## config.mk

```make
export PLATFORM = sky130hd
export DESIGN_NAME = seg_capture
export DESIGN_NICKNAME = d
export VERILOG_FILES = /design/src/rtl/seg_capture.sv
export SDC_FILE = /design/constraint.sdc
export NUM_CORES = 1
export LEC_CHECK = 0
export ABC_AREA = 1
export ABC_CLOCK_PERIOD_IN_PS = 5250
export CORE_ASPECT_RATIO = 0.5
export CORE_MARGIN = 1
export CORE_UTILIZATION = 45
export CTS_CLUSTER_DIAMETER = 30
export CTS_CLUSTER_SIZE = 24
export DETAILED_ROUTE_END_ITERATION = 8
export MAX_ROUTING_LAYER = met4
export PLACE_DENSITY = 0.68
export SLEW_MARGIN = 30
export SYNTH_ARGS = -nofsm -noshare
export SYNTH_HDL_FRONTEND = slang
export SYNTH_SLANG_ARGS = --single-unit
```

## constraint.sdc

```tcl
create_clock -name CLK -period 5.25 [get_ports CLK]
set_input_delay 0.525 -clock CLK [delete_from_list [all_inputs] [get_ports CLK]]
set_output_delay 0.525 -clock CLK [all_outputs]
set_load 0.02 [all_outputs]
```

## src/rtl/seg_capture.sv

```systemverilog
// ---------------------------------------------------------------------------
// seg_capture
//
// Purpose:
//   Reads a multiplexed 8-digit, active-low 7-segment display by watching the
//   digit-select (Com) and segment lines. When a Com value has been stable
//   long enough, the segment pattern is decoded into a decimal digit and
//   stored at the selected position. Once all eight positions are filled,
//   the frame is snapshotted and converted to binary (one digit per cycle,
//   most-significant first). The result appears on VALUE with a VALID pulse,
//   or an ERR pulse if any digit in the frame could not be decoded.
//
// Ports:
//   CLK                  clock, all state on rising edge
//   RST                  asynchronous, active-high reset
//   Com[7:0]             digit select, active-low one-hot, Com[0] = LSD
//   AR_SEG_A..AR_SEG_G   segment lines, active-low, pattern {A..G}
//   VALUE[31:0]          last successfully decoded number, binary
//   VALID                one-cycle pulse when VALUE updates
//   ERR                  one-cycle pulse when a frame had an undecodable digit
//   BUSY                 high while the conversion FSM is in CONV
//
// Parameter:
//   SETTLE (2..255)      cycles Com must be held before its digit is sampled
// ---------------------------------------------------------------------------
module seg_capture #(
    parameter int SETTLE = 4
) (
    input  logic        CLK,
    input  logic        RST,
    input  logic [7:0]  Com,
    input  logic        AR_SEG_A,
    input  logic        AR_SEG_B,
    input  logic        AR_SEG_C,
    input  logic        AR_SEG_D,
    input  logic        AR_SEG_E,
    input  logic        AR_SEG_F,
    input  logic        AR_SEG_G,
    output logic [31:0] VALUE,
    output logic        VALID,
    output logic        ERR,
    output logic        BUSY
);

    localparam logic [7:0] SETTLE_MAX = 8'(SETTLE);
    localparam logic [7:0] SETTLE_CAP = 8'(SETTLE - 2);

    typedef enum logic {
        COLLECT = 1'b0,
        CONV    = 1'b1
    } state_t;

    state_t state;
    state_t state_next;

    // Input qualification and dwell tracking
    logic [7:0]  com_sel;
    logic        com_valid;
    logic        com_same;
    logic [7:0]  prev_com;
    logic [7:0]  stable_cnt;
    logic        capture;
    logic [7:0]  cap_mask;

    // Segment decode
    logic [6:0]  seg_pat;
    logic [3:0]  dec_digit;
    logic        dec_bad;

    // Frame storage and conversion datapath
    logic [31:0] digits;
    logic [7:0]  bad;
    logic [7:0]  mask;
    logic [31:0] snap;
    logic [7:0]  snap_bad;
    logic [26:0] acc;
    logic [26:0] acc_step;
    logic [2:0]  conv_idx;
    logic        frame_start;
    logic        conv_last;

    // Com selects a digit only when exactly one line is pulled low.
    assign com_sel   = ~Com;
    assign com_valid = (com_sel != 8'h00) && ((com_sel & (com_sel - 8'd1)) == 8'h00);
    assign com_same  = (Com == prev_com);

    // The counter passes SETTLE-2 exactly once per dwell, so this fires once
    // and stays quiet until Com changes.
    assign capture  = com_valid && com_same && (stable_cnt == SETTLE_CAP);
    assign cap_mask = capture ? com_sel : 8'h00;

    assign seg_pat = {AR_SEG_A, AR_SEG_B, AR_SEG_C, AR_SEG_D,
                      AR_SEG_E, AR_SEG_F, AR_SEG_G};

    always_comb begin
        dec_digit = 4'd0;
        dec_bad   = 1'b0;
        case (seg_pat)
            7'b1000000: dec_digit = 4'd0;
            7'b1111001: dec_digit = 4'd1;
            7'b0100100: dec_digit = 4'd2;
            7'b0110000: dec_digit = 4'd3;
            7'b0011001: dec_digit = 4'd4;
            7'b0010010: dec_digit = 4'd5;
            7'b0000010: dec_digit = 4'd6;
            7'b1111000: dec_digit = 4'd7;
            7'b0000000: dec_digit = 4'd8;
            7'b0010000: dec_digit = 4'd9;
            default:    dec_bad   = 1'b1;
        endcase
    end

    // One Horner step: digits are consumed most-significant first.
    assign acc_step = (acc * 27'd10) + {23'd0, snap[{conv_idx, 2'b00} +: 4]};

    // ---------------- FSM ----------------
    always_ff @(posedge CLK or posedge RST) begin
        if (RST) begin
            state <= COLLECT;
        end else begin
            state <= state_next;
        end
    end

    always_comb begin
        state_next  = state;
        frame_start = 1'b0;
        conv_last   = 1'b0;
        case (state)
            COLLECT: begin
                // A frame that filled up during CONV is picked up here.
                if (mask == 8'hFF) begin
                    frame_start = 1'b1;
                    state_next  = CONV;
                end
            end
            CONV: begin
                if (conv_idx == 3'd0) begin
                    conv_last  = 1'b1;
                    state_next = COLLECT;
                end
            end
            default: state_next = COLLECT;
        endcase
    end

    assign BUSY = (state == CONV);

    // ---------------- Capture path ----------------
    always_ff @(posedge CLK or posedge RST) begin
        if (RST) begin
            prev_com   <= 8'hFF;
            stable_cnt <= 8'd0;
            digits     <= 32'd0;
            bad        <= 8'h00;
            mask       <= 8'h00;
        end else begin
            prev_com <= Com;
            if (!com_valid || !com_same) begin
                stable_cnt <= 8'd0;
            end else if (stable_cnt != SETTLE_MAX) begin
                stable_cnt <= stable_cnt + 8'd1;
            end

            for (int i = 0; i < 8; i++) begin
                if (cap_mask[i]) begin
                    digits[i*4 +: 4] <= dec_digit;
                    bad[i]           <= dec_bad;
                end
            end

            // A capture landing on the clearing edge belongs to the next
            // frame, so its bit survives the clear.
            mask <= (frame_start ? 8'h00 : mask) | cap_mask;
        end
    end

    // ---------------- Conversion path ----------------
    always_ff @(posedge CLK or posedge RST) begin
        if (RST) begin
            snap     <= 32'd0;
            snap_bad <= 8'h00;
            acc      <= 27'd0;
            conv_idx <= 3'd0;
            VALUE    <= 32'd0;
            VALID    <= 1'b0;
            ERR      <= 1'b0;
        end else begin
            VALID <= 1'b0;
            ERR   <= 1'b0;
            if (frame_start) begin
                // Snapshot takes the stored digits, not a capture on this edge.
                snap     <= digits;
                snap_bad <= bad;
                acc      <= 27'd0;
                conv_idx <= 3'd7;
            end else if (state == CONV) begin
                acc      <= acc_step;
                conv_idx <= conv_idx - 3'd1;
                if (conv_last) begin
                    if (snap_bad == 8'h00) begin
                        VALUE <= {5'd0, acc_step};
                        VALID <= 1'b1;
                    end else begin
                        ERR <= 1'b1;
                    end
                end
            end
        end
    end

endmodule

```

==> summary by stage <==
Critical path
The maximum net fanout on the critical path is 20. The setup slack of the worst register-to-register path is 1080 ps. For the worst setup path, the data arrival time is 4480 ps. The worst endpoint required time is 5560 ps. The type of origin of the critical path is a flop.

The number of cells on the worst reg-to-reg path is 19. In this run the worst setup path terminates at acc[23]$_DFFE_PP0P_. The category of the worst setup path capture point is a flop. The critical path starts at conv_idx[0]$_DFFE_PP0P_.

The worst register-to-register path begins at conv_idx[0]$_DFFE_PP0P_. The worst register-to-register path ends at acc[23]$_DFFE_PP0P_. The critical path is of the reg2reg type.

Global route
The first-pass GRT wire length is 37,800 µm. The number of global-route vias before repair was 7,660. In the global route stage, overall resource usage came out at 23.0%.

The initial antenna violation count was 0. The total global routing overflow is 0. The pin count of the biggest net entering global routing is 105.

Routing
The total length of routed wires is 22,200 µm. The length of the first detailed-routing pass in iterations is 5. After detailed routing, the average wire length per cell comes to 14.2 µm.

The initial detailed-routing violation count is 537. The detail-routed via count per cell is 5.07. The total vias in the final route is 7,926. In the routed design, unresolved DRC markers number 0. The remaining antenna violation count after routing is 0.

Yosys
Summed over its instances, the top area cell type makes up 41.8% of the synthesized netlist area. By count the netlist is led by 417 x sky130_fd_sc_hd__nand2_1, 175 x sky130_fd_sc_hd__inv_1, 155 x sky130_fd_sc_hd__dfrtp_1. Synthesis inferred 163 register bits. Yosys printed 0 warnings. The library cell occupying the most area in the post-synthesis netlist is sky130_fd_sc_hd__dfrtp_1. The synthesized area per cell is 7.49 µm². The most used flip-flop cell after synthesis is sky130_fd_sc_hd__dfrtp_1. The most common cell in the synthesized netlist is sky130_fd_sc_hd__nand2_1.

After technology mapping, the gate count stands at 1,241. After synthesis, flip-flops and latches occupy 44.0% of the total area. By area the synthesized netlist is led by sky130_fd_sc_hd__dfrtp_1 42%, sky130_fd_sc_hd__nand2_1 17%, sky130_fd_sc_hd__o21ai_0 7.2%.

The async set or reset register ratio after synthesis is 100%. The number of flops mapped to enable cells by yosys is 0. The synthesized netlist contains 40 unique library cells. The synthesized cell area is 9290 µm².

Die
The floorplan step defined a die boundary enclosing 21,300 µm². The number of rows in the core area is 36. The initial core utilization is 46.9%. For this design the top-level I/O count stands at 52. The die outline height is 104 µm.

The core box area is 19,800 µm². Measured along the x axis, the die boundary spans 205 µm.

Layout
The share of the core filled with cells in the final layout is 53.4%. The count of inserted antenna diode cells is 0. The post-route netlist has 4.63% of its cells at a drive strength greater than 1. The layout has 1,854 filler cells. The final layout contains 1,355 nets. The area growth from synthesis to layout is 13.9%.

Power
Across the VDD grid, the largest voltage drop is 0.176 mV. For this design the static power due to leakage is 5.42 nW. The areal power density over the cells is 242 nW/µm².

Clock tree
The clock latency reported for the late side of the worst-skew pair is 420 ps. The number of H-tree levels is 4. In this run, post-CTS hold repair placed 0 buffers. The clock slew at the register clock pins of the worst setup and hold paths is 60 ps. The root buffer cell chosen for the clock tree is sky130_fd_sc_hd__clkbuf_16.

The number of resized instances in the post-cts repair step is 0. The number of clock sinks is 163. The worst-case clock buffer depth is 2. The CTS tree is built. The post-CTS setup repair buffer count is 0. Counting the buffers created by CTS gives 17.

STA
Setup violations remaining at the end of the flow were counted as 0. The final sum of negative setup slack is 0 ps. For this run, the top clock speed supported by timing is 240 MHz. The total count of max-transition violations in the final report was 0. After layout, the minimum clock period comes to 4170 ps. The transition time at the pin with the least slew margin is 840 ps. The final number of hold-violating endpoints was 0.

Setup repair after global routing left no endpoint under its margin. The remaining max-slew budget at the tightest pin is 43.6%. In the finished design, the share of the clock period the worst path needs comes to 79.4%.

The maximum clock skew at final layout is 6.71 ps.

Worst hold path
The worst hold path belongs to the class reg2reg.

Placement
The half-perimeter wire length after placement is 16,500 µm. The number of port buffers is 46. At the end of routability-driven placement, the weighted congestion stood at 0.909.

Outcome
The run finished with clean final reports.

Flow run
The number of max-capacitance violations reported is 0.
[cell type report]
| type | count | area (µm²) | share of cell area (%) |
|---|---|---|---|
| Sequential cell | 163 | 4090 | 38.7 |
| Multi-Input combinational cell | 868 | 4390 | 41.5 |
| Clock buffer | 24 | 482 | 4.55 |
| Inverter | 183 | 694 | 6.56 |
| Tap cell | 266 | 333 | 3.15 |
| Clock inverter | 8 | 101 | 0.958 |
| Timing Repair Buffer | 50 | 490 | 4.64 |
[layout by cell type, fill, tap and decap left out, types with 3 or more instances in the layout]
master and instances:
sky130_fd_sc_hd__nand2_1 417, sky130_fd_sc_hd__inv_1 174, sky130_fd_sc_hd__dfrtp_1 155, sky130_fd_sc_hd__o21ai_0 133
sky130_fd_sc_hd__nand3_1 69, sky130_fd_sc_hd__nor2_1 58, sky130_fd_sc_hd__ha_1 53, sky130_fd_sc_hd__clkdlybuf4s50_1 46
sky130_fd_sc_hd__a21oi_1 36, sky130_fd_sc_hd__clkbuf_16 17, sky130_fd_sc_hd__xor2_1 15, sky130_fd_sc_hd__nand4_1 15
sky130_fd_sc_hd__nor3_1 8, sky130_fd_sc_hd__dfstp_2 8, sky130_fd_sc_hd__o22ai_1 7, sky130_fd_sc_hd__nor4_1 5
sky130_fd_sc_hd__a31oi_1 5, sky130_fd_sc_hd__xnor2_1 5, sky130_fd_sc_hd__nor2_2 5, sky130_fd_sc_hd__clkinv_1 5
sky130_fd_sc_hd__conb_1 5, sky130_fd_sc_hd__nor2_4 4, sky130_fd_sc_hd__nand3b_1 4, sky130_fd_sc_hd__clkbuf_1 4
sky130_fd_sc_hd__buf_4 4, sky130_fd_sc_hd__or2_2 3, sky130_fd_sc_hd__inv_2 3, sky130_fd_sc_hd__o21ai_1 3
sky130_fd_sc_hd__and2_1 3, sky130_fd_sc_hd__clkinvlp_4 3, sky130_fd_sc_hd__clkbuf_8 3
[worst min-delay path by stage]
stage | from | to | slack [ps] | depth (start not counted)
after detailed placement | digits[8]$_DFFE_PP0P_ | digits[8]$_DFFE_PP0P_ | 460 | 2
after floorplan | snap[0]$_DFFE_PP0P_ | snap[0]$_DFFE_PP0P_ | 440 | 2
after global placement | digits[4]$_DFFE_PP0P_ | digits[4]$_DFFE_PP0P_ | 460 | 2
after CTS | digits[0]$_DFFE_PP0P_ | snap[0]$_DFFE_PP0P_ | 470 | 2
final | digits[0]$_DFFE_PP0P_ | snap[0]$_DFFE_PP0P_ | 470 | 2
after global routing | bad[0]$_DFFE_PP0P_ | bad[0]$_DFFE_PP0P_ | 510 | 2
[worst max-delay path, stage by stage, from the launching register on]
cell and delay [ps]:
sky130_fd_sc_hd__dfrtp_1 600, sky130_fd_sc_hd__clkinv_1 500, sky130_fd_sc_hd__a21oi_1 230, sky130_fd_sc_hd__o21ai_0 100
sky130_fd_sc_hd__nand2_1 80, sky130_fd_sc_hd__nor2_1 40, sky130_fd_sc_hd__a31oi_1 150, sky130_fd_sc_hd__ha_1 210
sky130_fd_sc_hd__inv_1 70, sky130_fd_sc_hd__fa_1 400, sky130_fd_sc_hd__o22ai_1 230, sky130_fd_sc_hd__nand3_1 150
sky130_fd_sc_hd__nor2_1 190, sky130_fd_sc_hd__nand3_1 140, sky130_fd_sc_hd__nor2_2 180, sky130_fd_sc_hd__nand4_1 130
sky130_fd_sc_hd__nor2_1 270, sky130_fd_sc_hd__nand3_1 180, sky130_fd_sc_hd__nand3_1 130, sky130_fd_sc_hd__nand2_1 70
[cells by family after synthesis]
| family | after synthesis | share of synthesized area, % |
|---|---|---|
| buffers and inverters | 214 | 9.02 |
| AND/OR/NAND/NOR | 595 | 26.6 |
| XOR/XNOR | 20 | 1.89 |
| AO/OA/AOI/OAI | 193 | 10.8 |
| adder cells (fa/ha/maj) | 55 | 7.57 |
| flip-flops | 163 | 44.0 |
| other | 1 | 0.0404 |
[state kept, by name (all words and copies together), names as in the netlist, 3 cells and up]
register	flops
VALUE	27
snap	32
bad	8
acc	26
mask	8
conv_idx	3
digits	32
prev_com	8
snap_bad	8
stable_cnt	8
[metrics by stage]
step                      worst slack, ps  instance area [µm²]  total power [W]  std cells  hold WS [ps]
final                                1080                10600          0.00256       1562           472
after global routing                  537                10600          0.00264       1562           506
after CTS                            1060                10600          0.00257       1562           473
after detailed placement             1150                 9990          0.00136       1530           459
after global placement               1360                 9990          0.00135       1530           456
after floorplan                       333                 9300          0.00133       1245           437
[per-layer routing]
metal,GRT usage (%),part of all wire (%)
met2,34.4,45
met3,3.21,3.6
met4,6.08,1.3
met5,-,0
met1,32.6,50
[power breakdown]
group,switching (W),internal [W],total [W]
Clock,0.000487,0.000737,0.00122
Sequential,0.00000128,0.00126,0.00126
Combinational,0.0000494,0.0000181,0.0000675
Total,0.000538,0.00202,0.00256
Power figures use the tool's default switching activity.
